$ cat src/rtl/mux_scan_sequencer_pkg.sv
// Shared definitions for the 4-channel mux scan sequencer.
// Holds the FSM state encoding, the channel index width and default timing.
// No logic; pure types and constants.
package mux_scan_sequencer_pkg;

    // Two select lines address four mux channels
    localparam int CH_W           = 2;
    // Default number of cycles each select code is held before sampling
    localparam int SETTLE_DEFAULT = 2;
    // Settle counter width, enough for the largest legal settle time (15)
    localparam int CNT_W          = 4;

    typedef enum logic [1:0] {
        IDLE   = 2'd0,
        SETTLE = 2'd1,
        DONE   = 2'd2
    } state_t;

endpackage

$ cat src/rtl/mux_scan_sequencer_settle_counter.sv
// Settle timer: counts cycles spent on the current select code.
// Latency: count updates one edge after load/inc; tc is combinational from the count register.
// Backpressure: none; the parent decides when to load or increment.
module settle_counter
    import mux_scan_sequencer_pkg::*;
#(
    parameter int SETTLE_CYCLES = SETTLE_DEFAULT
) (
    input  logic clk,
    input  logic rst,
    input  logic i_load,
    input  logic i_inc,
    output logic o_tc
);

    localparam logic [CNT_W-1:0] TC_VAL = CNT_W'(SETTLE_CYCLES - 1);

    logic [CNT_W-1:0] r_count;

    // Load (to zero) wins over increment so a channel change always restarts the settle window
    always_ff @(posedge clk) begin
        if (rst) begin
            r_count <= '0;
        end else if (i_load) begin
            r_count <= '0;
        end else if (i_inc) begin
            r_count <= r_count + 1'b1;
        end
    end

    assign o_tc = (r_count == TC_VAL);

endmodule

$ cat src/rtl/mux_scan_sequencer.sv
// Drives a 4x1 mux select through channels 0..3, sampling mux_in after a settle time on each.
// Latency: valid rises 4*SETTLE_CYCLES edges after the edge that samples start.
// Backpressure: result is held in DONE until ack; start is ignored while scanning.
module mux_scan_sequencer
    import mux_scan_sequencer_pkg::*;
#(
    parameter int SETTLE_CYCLES = SETTLE_DEFAULT,
    parameter bit CONTINUOUS    = 1'b0
) (
    input  logic       clk,
    input  logic       rst,
    input  logic       start,
    input  logic       mux_in,
    input  logic       ack,
    output logic       s0,
    output logic       s1,
    output logic [3:0] sample,
    output logic       valid,
    output logic       busy
);

    state_t            r_state;
    state_t            w_state_nxt;
    logic [CH_W-1:0]   r_channel;
    logic [CH_W-1:0]   w_channel_nxt;
    logic [2:0]        r_shadow;
    logic [2:0]        w_shadow_nxt;
    logic              w_cnt_load;
    logic              w_cnt_inc;
    logic              w_cnt_tc;
    logic              w_sample_load;
    logic              w_valid_nxt;
    logic [CH_W-1:0]   w_sel_nxt;

    logic              r_s0;
    logic              r_s1;
    logic [3:0]        r_sample;
    logic              r_valid;
    logic              r_busy;

    settle_counter #(
        .SETTLE_CYCLES(SETTLE_CYCLES)
    ) u_settle_counter (
        .clk   (clk),
        .rst   (rst),
        .i_load(w_cnt_load),
        .i_inc (w_cnt_inc),
        .o_tc  (w_cnt_tc)
    );

    // State register
    always_ff @(posedge clk) begin
        if (rst) begin
            r_state <= IDLE;
        end else begin
            r_state <= w_state_nxt;
        end
    end

    // Next state, channel stepping, shadow capture and settle-counter control
    always_comb begin
        w_state_nxt   = r_state;
        w_channel_nxt = r_channel;
        w_shadow_nxt  = r_shadow;
        w_cnt_load    = 1'b0;
        w_cnt_inc     = 1'b0;
        w_sample_load = 1'b0;
        w_valid_nxt   = r_valid;
        unique case (r_state)
            IDLE: begin
                if (start) begin
                    w_state_nxt   = SETTLE;
                    w_channel_nxt = '0;
                    w_cnt_load    = 1'b1;
                end
            end
            SETTLE: begin
                if (w_cnt_tc) begin
                    // Channel 3 is never stored in the shadow; it goes straight into sample
                    case (r_channel)
                        2'd0:    w_shadow_nxt[0] = mux_in;
                        2'd1:    w_shadow_nxt[1] = mux_in;
                        2'd2:    w_shadow_nxt[2] = mux_in;
                        default: w_shadow_nxt    = r_shadow;
                    endcase
                    w_cnt_load = 1'b1;
                    if (r_channel == 2'd3) begin
                        w_state_nxt   = DONE;
                        w_channel_nxt = '0;
                        w_sample_load = 1'b1;
                        w_valid_nxt   = 1'b1;
                    end else begin
                        w_channel_nxt = r_channel + 1'b1;
                    end
                end else begin
                    w_cnt_inc = 1'b1;
                end
            end
            DONE: begin
                if (ack) begin
                    w_valid_nxt   = 1'b0;
                    w_channel_nxt = '0;
                    if (CONTINUOUS || start) begin
                        w_state_nxt = SETTLE;
                        w_cnt_load  = 1'b1;
                    end else begin
                        w_state_nxt = IDLE;
                    end
                end
            end
            default: begin
                w_state_nxt   = IDLE;
                w_channel_nxt = '0;
                w_cnt_load    = 1'b1;
                w_valid_nxt   = 1'b0;
            end
        endcase
        // Select lines follow the channel only while scanning, otherwise park at 0
        w_sel_nxt = (w_state_nxt == SETTLE) ? w_channel_nxt : '0;
    end

    // Datapath and output registers; nothing reaches an output without passing a flop
    always_ff @(posedge clk) begin
        if (rst) begin
            r_channel <= '0;
            r_shadow  <= '0;
            r_s0      <= 1'b0;
            r_s1      <= 1'b0;
            r_sample  <= '0;
            r_valid   <= 1'b0;
            r_busy    <= 1'b0;
        end else begin
            r_channel <= w_channel_nxt;
            r_shadow  <= w_shadow_nxt;
            r_s0      <= w_sel_nxt[0];
            r_s1      <= w_sel_nxt[1];
            r_valid   <= w_valid_nxt;
            r_busy    <= (w_state_nxt == SETTLE);
            if (w_sample_load) begin
                r_sample <= {mux_in, r_shadow};
            end
        end
    end

    assign s0     = r_s0;
    assign s1     = r_s1;
    assign sample = r_sample;
    assign valid  = r_valid;
    assign busy   = r_busy;

endmodule

$ cat config.mk
export PLATFORM = sky130hd
export DESIGN_NAME = mux_scan_sequencer
export DESIGN_NICKNAME = d
export VERILOG_FILES = /design/src/rtl/mux_scan_sequencer_pkg.sv /design/src/rtl/mux_scan_sequencer_settle_counter.sv /design/src/rtl/mux_scan_sequencer.sv
export SDC_FILE = /design/constraint.sdc
export NUM_CORES = 1
export LEC_CHECK = 0
export ABC_CLOCK_PERIOD_IN_PS = 1600
export CORE_UTILIZATION = 47
export CTS_CLUSTER_SIZE = 8
export DETAILED_ROUTE_END_ITERATION = 7
export PLACE_DENSITY = 0.76
export SLEW_MARGIN = 20
export SYNTH_ARGS = -nofsm -noshare
export SYNTH_HDL_FRONTEND = slang
export SYNTH_SLANG_ARGS = --single-unit
export TNS_END_PERCENT = 10
$ cat constraint.sdc
create_clock -name clk -period 1.6 [get_ports clk]
set_clock_uncertainty 0.15 [all_clocks]
set_input_delay 0.24 -clock clk [delete_from_list [all_inputs] [get_ports clk]]
set_output_delay 0.24 -clock clk [all_outputs]
set_load 0.005 [all_outputs]
==> metrics, run 1 <==
Power Density=between 700 and 800 nW/um^2; hold depth=2; clock-pin slew on the worst setup and hold paths=0.10 ns; Synth area leader=dfxtp_1; met2 usage=a little under a third; Cell Area, Synth=921 sq um; Fillers=around 150; Total Neg Setup Slack=0 ns; Slowest cell on crit path=dfxtp_2; Worst setup EP type=flop; gpl congestion=0.805; Int Power=roughly 650 uW; clock root cell=clkbuf_4; Critical Path AT=roughly 1.6 ns; num rows=15; critical-path cell list=inv_1 -> ha_1 -> nor3b_4 -> buf_6 -> nor2b_4 -> nor3_2 -> nor3_1; worst r2r path cells=7; Syn Inst Count=93; Clock H-tree levels=1; total power=~860 uW; EDFF count, synth=0; #FFs+latches synth=19; synth top area cells=dfxtp_1 41%, ha_1 8.2%, mux2i_1 7.6%; unrepaired setup endpoints after global routing=yes; via count=between 700 and 800; Min-Delay Path Class=flop to flop; Port Buf Inserts=12; antenna viol nets, final=0; GRT Util Overall=between 10% and 20%; Critical Path Start=u_settle_counter.r_count[1]; Die H=roughly 46 microns; Post-Syn Nets=between 100 and 150; fin nets=around 130; critical path type=flop to flop; busiest layer in global routing=met2; required time of the critical path=~1.7 ns; antenna cells=0; FF-to-FF Start=u_settle_counter.r_count[1]; setup violators final=0; commonest cells in the netlist=19 x dfxtp_1, 12 x nor2_1, 7 x mux2i_1; share of cells above drive strength 1=~27%; Final Hold Viols=0; Seq pwr share=between 50% and 60%; count leader, synth=dfxtp_1; Reg2Reg Setup Slack=approximately 0.056 ns; HPWL Detailed=between 1000 and 1500 microns; Slew Viols, Final=0; outcome=finished clean; Sw Ratio=between 20 and 25%; CTS Sinks=19; final WL=1770 microns; Num CTS Buffers=3; GR Util met3=approximately 3.5%; Synth top area share=41.3%; Post-synth ARST share=0%; die area=approximately 2100 sq um; Placement Cell Area=1130 sq um; reg-to-reg endpoint=r_channel[0]; CTS Buffer Depth=2; # DRC=0; Most used DFF post-synth=dfxtp_1; largest net degree at the start of global routing=11; Die Wd=46.3 microns; min Tclk post-route=~1.5 ns; CP Max Fanout=5; Critical Path Max Stage Delay=approximately 0.33 ns; Place WS=-0.148 ns; period utilization=96.5%; Cell variety after synth=36; Post-CTS Hold Buffers=0; Vias/cell=between 4 and 5; antenna violations before repair=0; met1 usage=between 20 and 25%; Rel. slew slack=82.5%; worst hold path startpoint=sample[2]; initial core utilization=between 50 and 60%; gr ovfl total=0; DRT iter0 DRCs=6; register area share after synthesis=41.3%; I/O pin count=13; maximum VDD drop=approximately 550 uV; fin area=roughly 1200 sq um; switching power=about 210 uW; DR pass1 iterations=4; number of global-route vias before repair=just under 700; combinational share of power=between 10% and 20%; Clk Latency, worst-skew pair=around 0.30 ns; syn_area_per_cell=around 9.9 sq um; CP startpoint kind=flop; area growth from synthesis to layout=32.5%; leak pwr=approximately 0.00049 uW; synth warn=0; f_max=roughly 0.65 GHz; Least-Margin Pin Slew=between 0.2 and 0.3 ns; Max Cap Viol=0; Worst setup endpoint=r_channel[0]; WL/cell=about 12 microns; clock network power share=approximately 28%; CTS tree=built; Core ar.=about 1800 sq um; first-pass GRT wire length=roughly 2700 microns; final worst slack=approximately 0.056 ns
==> cells in the final DEF (no fill, tap or decap), types with 2 or more instances in the layout <==
cell,synthesis,routed
a21oi_1,4,4
and2_1,2,2
buf_4,2,12
clkbuf_4,0,3
clkdlybuf4s50_1,0,12
dfxtp_1,19,18
ha_1,6,6
inv_1,5,5
mux2i_1,7,7
nand2_1,2,2
nand2b_1,2,2
nand3_1,5,4
nor2_1,12,12
nor2b_4,1,2
xor2_1,2,2
==> worst min-delay path by stage <==
| stage | endpoint | slack (ns) |
|---|---|---|
| 4_1_cts | sample[3] | 0.37 |
| 3_3_place_gp | sample[3] | 0.33 |
| 6_report | sample[2] | 0.36 |
| 5_1_grt | sample[3] | 0.39 |
| 2_1_floorplan | r_shadow[0] | 0.23 |
| 3_5_place_dp | sample[3] | 0.34 |
==> logic make-up after synthesis <==
kind of cell / after synthesis / share of synthesized area (%)
compound gates: 14 / 12.0
fa+ha+maj: 6 / 8.15
buf+inv: 11 / 6.93
flops: 19 / 41.3
simple gates: 33 / 21.2
xor+xnor: 3 / 2.85
mux: 7 / 7.61
==> per-layer routing <==
layer	share of wire, %	up-vias	routed length [microns]
met1	48	319	844
met5	0	-	0
met3	2.6	5	46
met2	47	16	832
met4	2.7	0	47
li1	-	367	-
==> area by class of cell <==
type                    count  area, sq um  share of cell area [%]
clock buffers               4         26.3                    2.15
inverters                   6         22.5                    1.85
multi-input cells          63          512                    41.9
flip-flops and latches     19          382                    31.3
well taps                  25         31.3                    2.56
repair buffers             27          246                    20.2
==> flip-flops by register name, indices dropped and copies added, names as in the netlist <==
register / flops
r_channel: 2
valid: 1
s1: 1
r_shadow: 3
sample: 4
u_settle_counter.r_count: 4
r_state: 2
busy: 1
s0: 1
==> critical path: cells and delay by family, from the launching register on <==
family	cells	cell delay [ns]
AND/OR/NAND/NOR	4	0.59
flip-flops	1	0.33
adder cells (fa/ha/maj)	1	0.15
buffers and inverters	2	0.22
==> through the flow <==
step	utilization, %	hold slack, ns	std cells
2_1_floorplan	-	0.234	93
3_3_place_gp	63.3	0.327	138
3_5_place_dp	63.3	0.337	138
4_1_cts	67.1	0.366	144
5_1_grt	68.4	0.389	144
6_report	68.4	0.363	144
==> power by group through the flow <==
stage | logic (uW) | clock network [uW] | registers (uW)
global route | 139 | 273 | 489
global placement | 108 | 0 | 498
detailed placement | 111 | 0 | 499
floorplan | 69.7 | 0 | 498
CTS | 122 | 247 | 488
finish | 129 | 241 | 488
==> timing repair <==
| action | in CTS | in global routing |
|---|---|---|
| setup buffers | 1 | 0 |
| gates cloned | 1 | 0 |
| gates resized for setup | 3 | 8 |
| setup endpoints to repair | 12 | 15 |
| hold endpoints to repair | 0 | 0 |
Note: power is estimated with default switching activity, not from simulation.
==> run 2, diff against run 1 <==
Settings changed: CORE_MARGIN set to 1, CTS_CLUSTER_DIAMETER set to 120, MAX_ROUTING_LAYER set to met4.
==> run 2 against run 1 <==
Combinational power about the same. Worst setup slack about the same. Routed wire length unchanged. Highest routed layer unchanged. Maximum frequency about the same. Power about the same. Largest power group unchanged. Core utilization unchanged. Via count unchanged.
==> metrics, run 2 (synthesis gave the netlist of run 1 again) <==
antenna cells=0 (unchanged); Least-Margin Pin Slew=0.260 ns (unchanged); Slowest cell on crit path=dfxtp_2 (unchanged); worst r2r path cells=7 (unchanged); share of cells above drive strength 1=26.9% (unchanged); critical-path cell list=inv_1 -> ha_1 -> nor3b_4 -> buf_6 -> nor2b_4 -> nor3_2 -> nor3_1 (unchanged); WL/cell=12.3 microns (unchanged); Vias/cell=4.91 (unchanged); gr ovfl total=0 (unchanged); f_max=0.648 GHz (about the same); dpl cells=138 (unchanged); die area=2140 sq um (unchanged); Num CTS Buffers=3 (unchanged); DR pass1 iterations=4 (unchanged); number of global-route vias before repair=673 (unchanged); via count=707 (unchanged); HPWL Detailed=1280 microns (unchanged); period utilization=96.5% (about the same); Critical Path Max Stage Delay=0.33 ns (about the same); largest net degree at the start of global routing=11 (unchanged); Total Neg Setup Slack=0 ns (unchanged); Final Instance Count excl. Fillers=144 (unchanged); setup violators final=0 (unchanged); antenna viol nets, final=0 (unchanged); required time of the critical path=1.65 ns (about the same); switching power=210 uW (about the same); Post-CTS Hold Buffers=0 (unchanged); critical path type=flop to flop (unchanged); final worst slack=0.0558 ns (about the same); # DRC=0 (unchanged); Power Density=703 nW/um^2 (about the same); num rows=15 (unchanged); area growth from synthesis to layout=32.5% (unchanged); clock network power share=28.0% (about the same); Die Wd=46.3 microns (unchanged); clock root cell=clkbuf_4 (unchanged); Seq pwr share=56.9% (about the same); Int Power=648 uW (unchanged); commonest non-fill, non-tap cell in the layout=dfxtp_1 (unchanged); Clock H-tree levels=1 (unchanged); Place WS=-0.148 ns (unchanged); clock-pin slew on the worst setup and hold paths=0.10 ns (about the same); CTS Sinks=19 (unchanged); Port Buf Inserts=12 (unchanged); leak pwr=0.000490 uW (unchanged); DRT iter0 DRCs=6 (unchanged); CP Max Fanout=5 (unchanged); unrepaired setup endpoints after global routing=yes (unchanged); GRT Util Overall=19.3% (was 18.8%); Core ar.=1780 sq um (unchanged); Reg2Reg Setup Slack=0.06 ns (about the same); Critical Path AT=1.59 ns (about the same); CTS tree=built (unchanged); I/O pin count=13 (unchanged); hold depth=2 (unchanged); combinational share of power=15.1% (about the same); CP Buf/Inv Count=2 (unchanged); Sw Ratio=24.5% (about the same); Worst setup EP type=flop (unchanged); reg-to-reg endpoint=r_channel[0] (unchanged); CP startpoint kind=flop (unchanged); min Tclk post-route=1.54 ns (about the same); Final Hold Viols=0 (unchanged); Max Cap Viol=0 (unchanged); fin nets=131 (unchanged); total power=858 uW (about the same); Die H=46.3 microns (unchanged); antenna violations before repair=0 (unchanged); maximum VDD drop=549 uV (unchanged); first-pass GRT wire length=2740 microns (was 2730 microns); worst hold path startpoint=sample[2] (unchanged); gpl congestion=0.817 (was 0.805); Worst path top cell family by delay=simple AND/OR/NAND/NOR gates (unchanged); Fillers=148 (unchanged); Slew Viols, Final=0 (unchanged); Rel. slew slack=82.5% (unchanged); Min-Delay Path Class=flop to flop (unchanged); FF-to-FF Start=u_settle_counter.r_count[1] (unchanged); initial core utilization=51.6% (unchanged); commonest cells after routing, fill and taps aside=18 x dfxtp_1, 12 x nor2_1, 12 x clkdlybuf4s50_1, 12 x buf_4, 7 x mux2i_1 (unchanged); CTS Buffer Depth=2 (unchanged); final WL=1770 microns (unchanged); Clk Latency, worst-skew pair=0.30 ns (about the same); Min-Delay Endpoint=sample[2] (unchanged); outcome=finished clean (unchanged)
-- run 2: cell counts in the layout (fill, tap and decap cells not counted) --
Identical to the previous run, type by type.
-- run 2: area by class of cell --
cell class / instances / area (sq um) / area share, %
multi-input combinational: 63 / 512 / 41.9
sequential: 19 / 382 / 31.3
timing repair buffer: 27 / 246 / 20.2
tap: 25 / 31.3 / 2.56
clock buffer: 4 / 26.3 / 2.15
inverter: 6 / 22.5 / 1.85
-- run 2: power by group through the flow --
stage	sequential (uW)	combinational (uW)	clock [uW]
3_3_place_gp	498	108	0
6_report	488	129	241
4_1_cts	488	122	247
2_1_floorplan	498	69.7	0
3_5_place_dp	499	111	0
5_1_grt	489	139	273
-- run 2: worst max path at each step --
stage / startpoint / depth (start not counted) / endpoint
after detailed placement: ack / 5 / s0
after global routing: u_settle_counter.r_count[1] / 6 / sample[1]
after global placement: ack / 5 / s0
after CTS: u_settle_counter.r_count[1] / 7 / u_settle_counter.r_count[1]
final: u_settle_counter.r_count[1] / 7 / r_channel[0]
after floorplan: u_settle_counter.r_count[1] / 7 / valid
-- run 2: timing repair --
action                                 CTS  global route
buffers inserted                         1             0
endpoints found under the hold margin    0             0
gates cloned                             1             0
gates resized for setup                  3             8
setup endpoints to repair               12            15
-- run 2: stage by stage --
step,util [%],instance area (sq um),hold WS (ns)
floorplan,-,921,0.234
global placement,63.3,1130,0.327
detailed placement,63.3,1130,0.337
CTS,67.1,1200,0.366
global route,68.4,1220,0.389
finish,68.4,1220,0.363
-- run 2: per-layer routing --
layer	part of all wire [%]	track usage, %	routed length [microns]	vias to the layer above
met5	0	-	0	-
met4	2.7	12.4	47	0
met3	2.6	3.53	46	5
met2	47	31.3	832	16
met1	48	21.6	844	319
li1	-	-	-	367
-- run 2: tightest hold or removal path, cell delays in order (launching register included) --
cell and delay (ns):
dfxtp_1 0.34, mux2i_1 0.07, nor2_1 0.07
==> run 3, diff against run 2 <==
Settings changed: HOLD_SLACK_MARGIN set to 0.12.
==> results of run 3 <==
The final DEF is identical to that of run 2; final timing and power are the same.
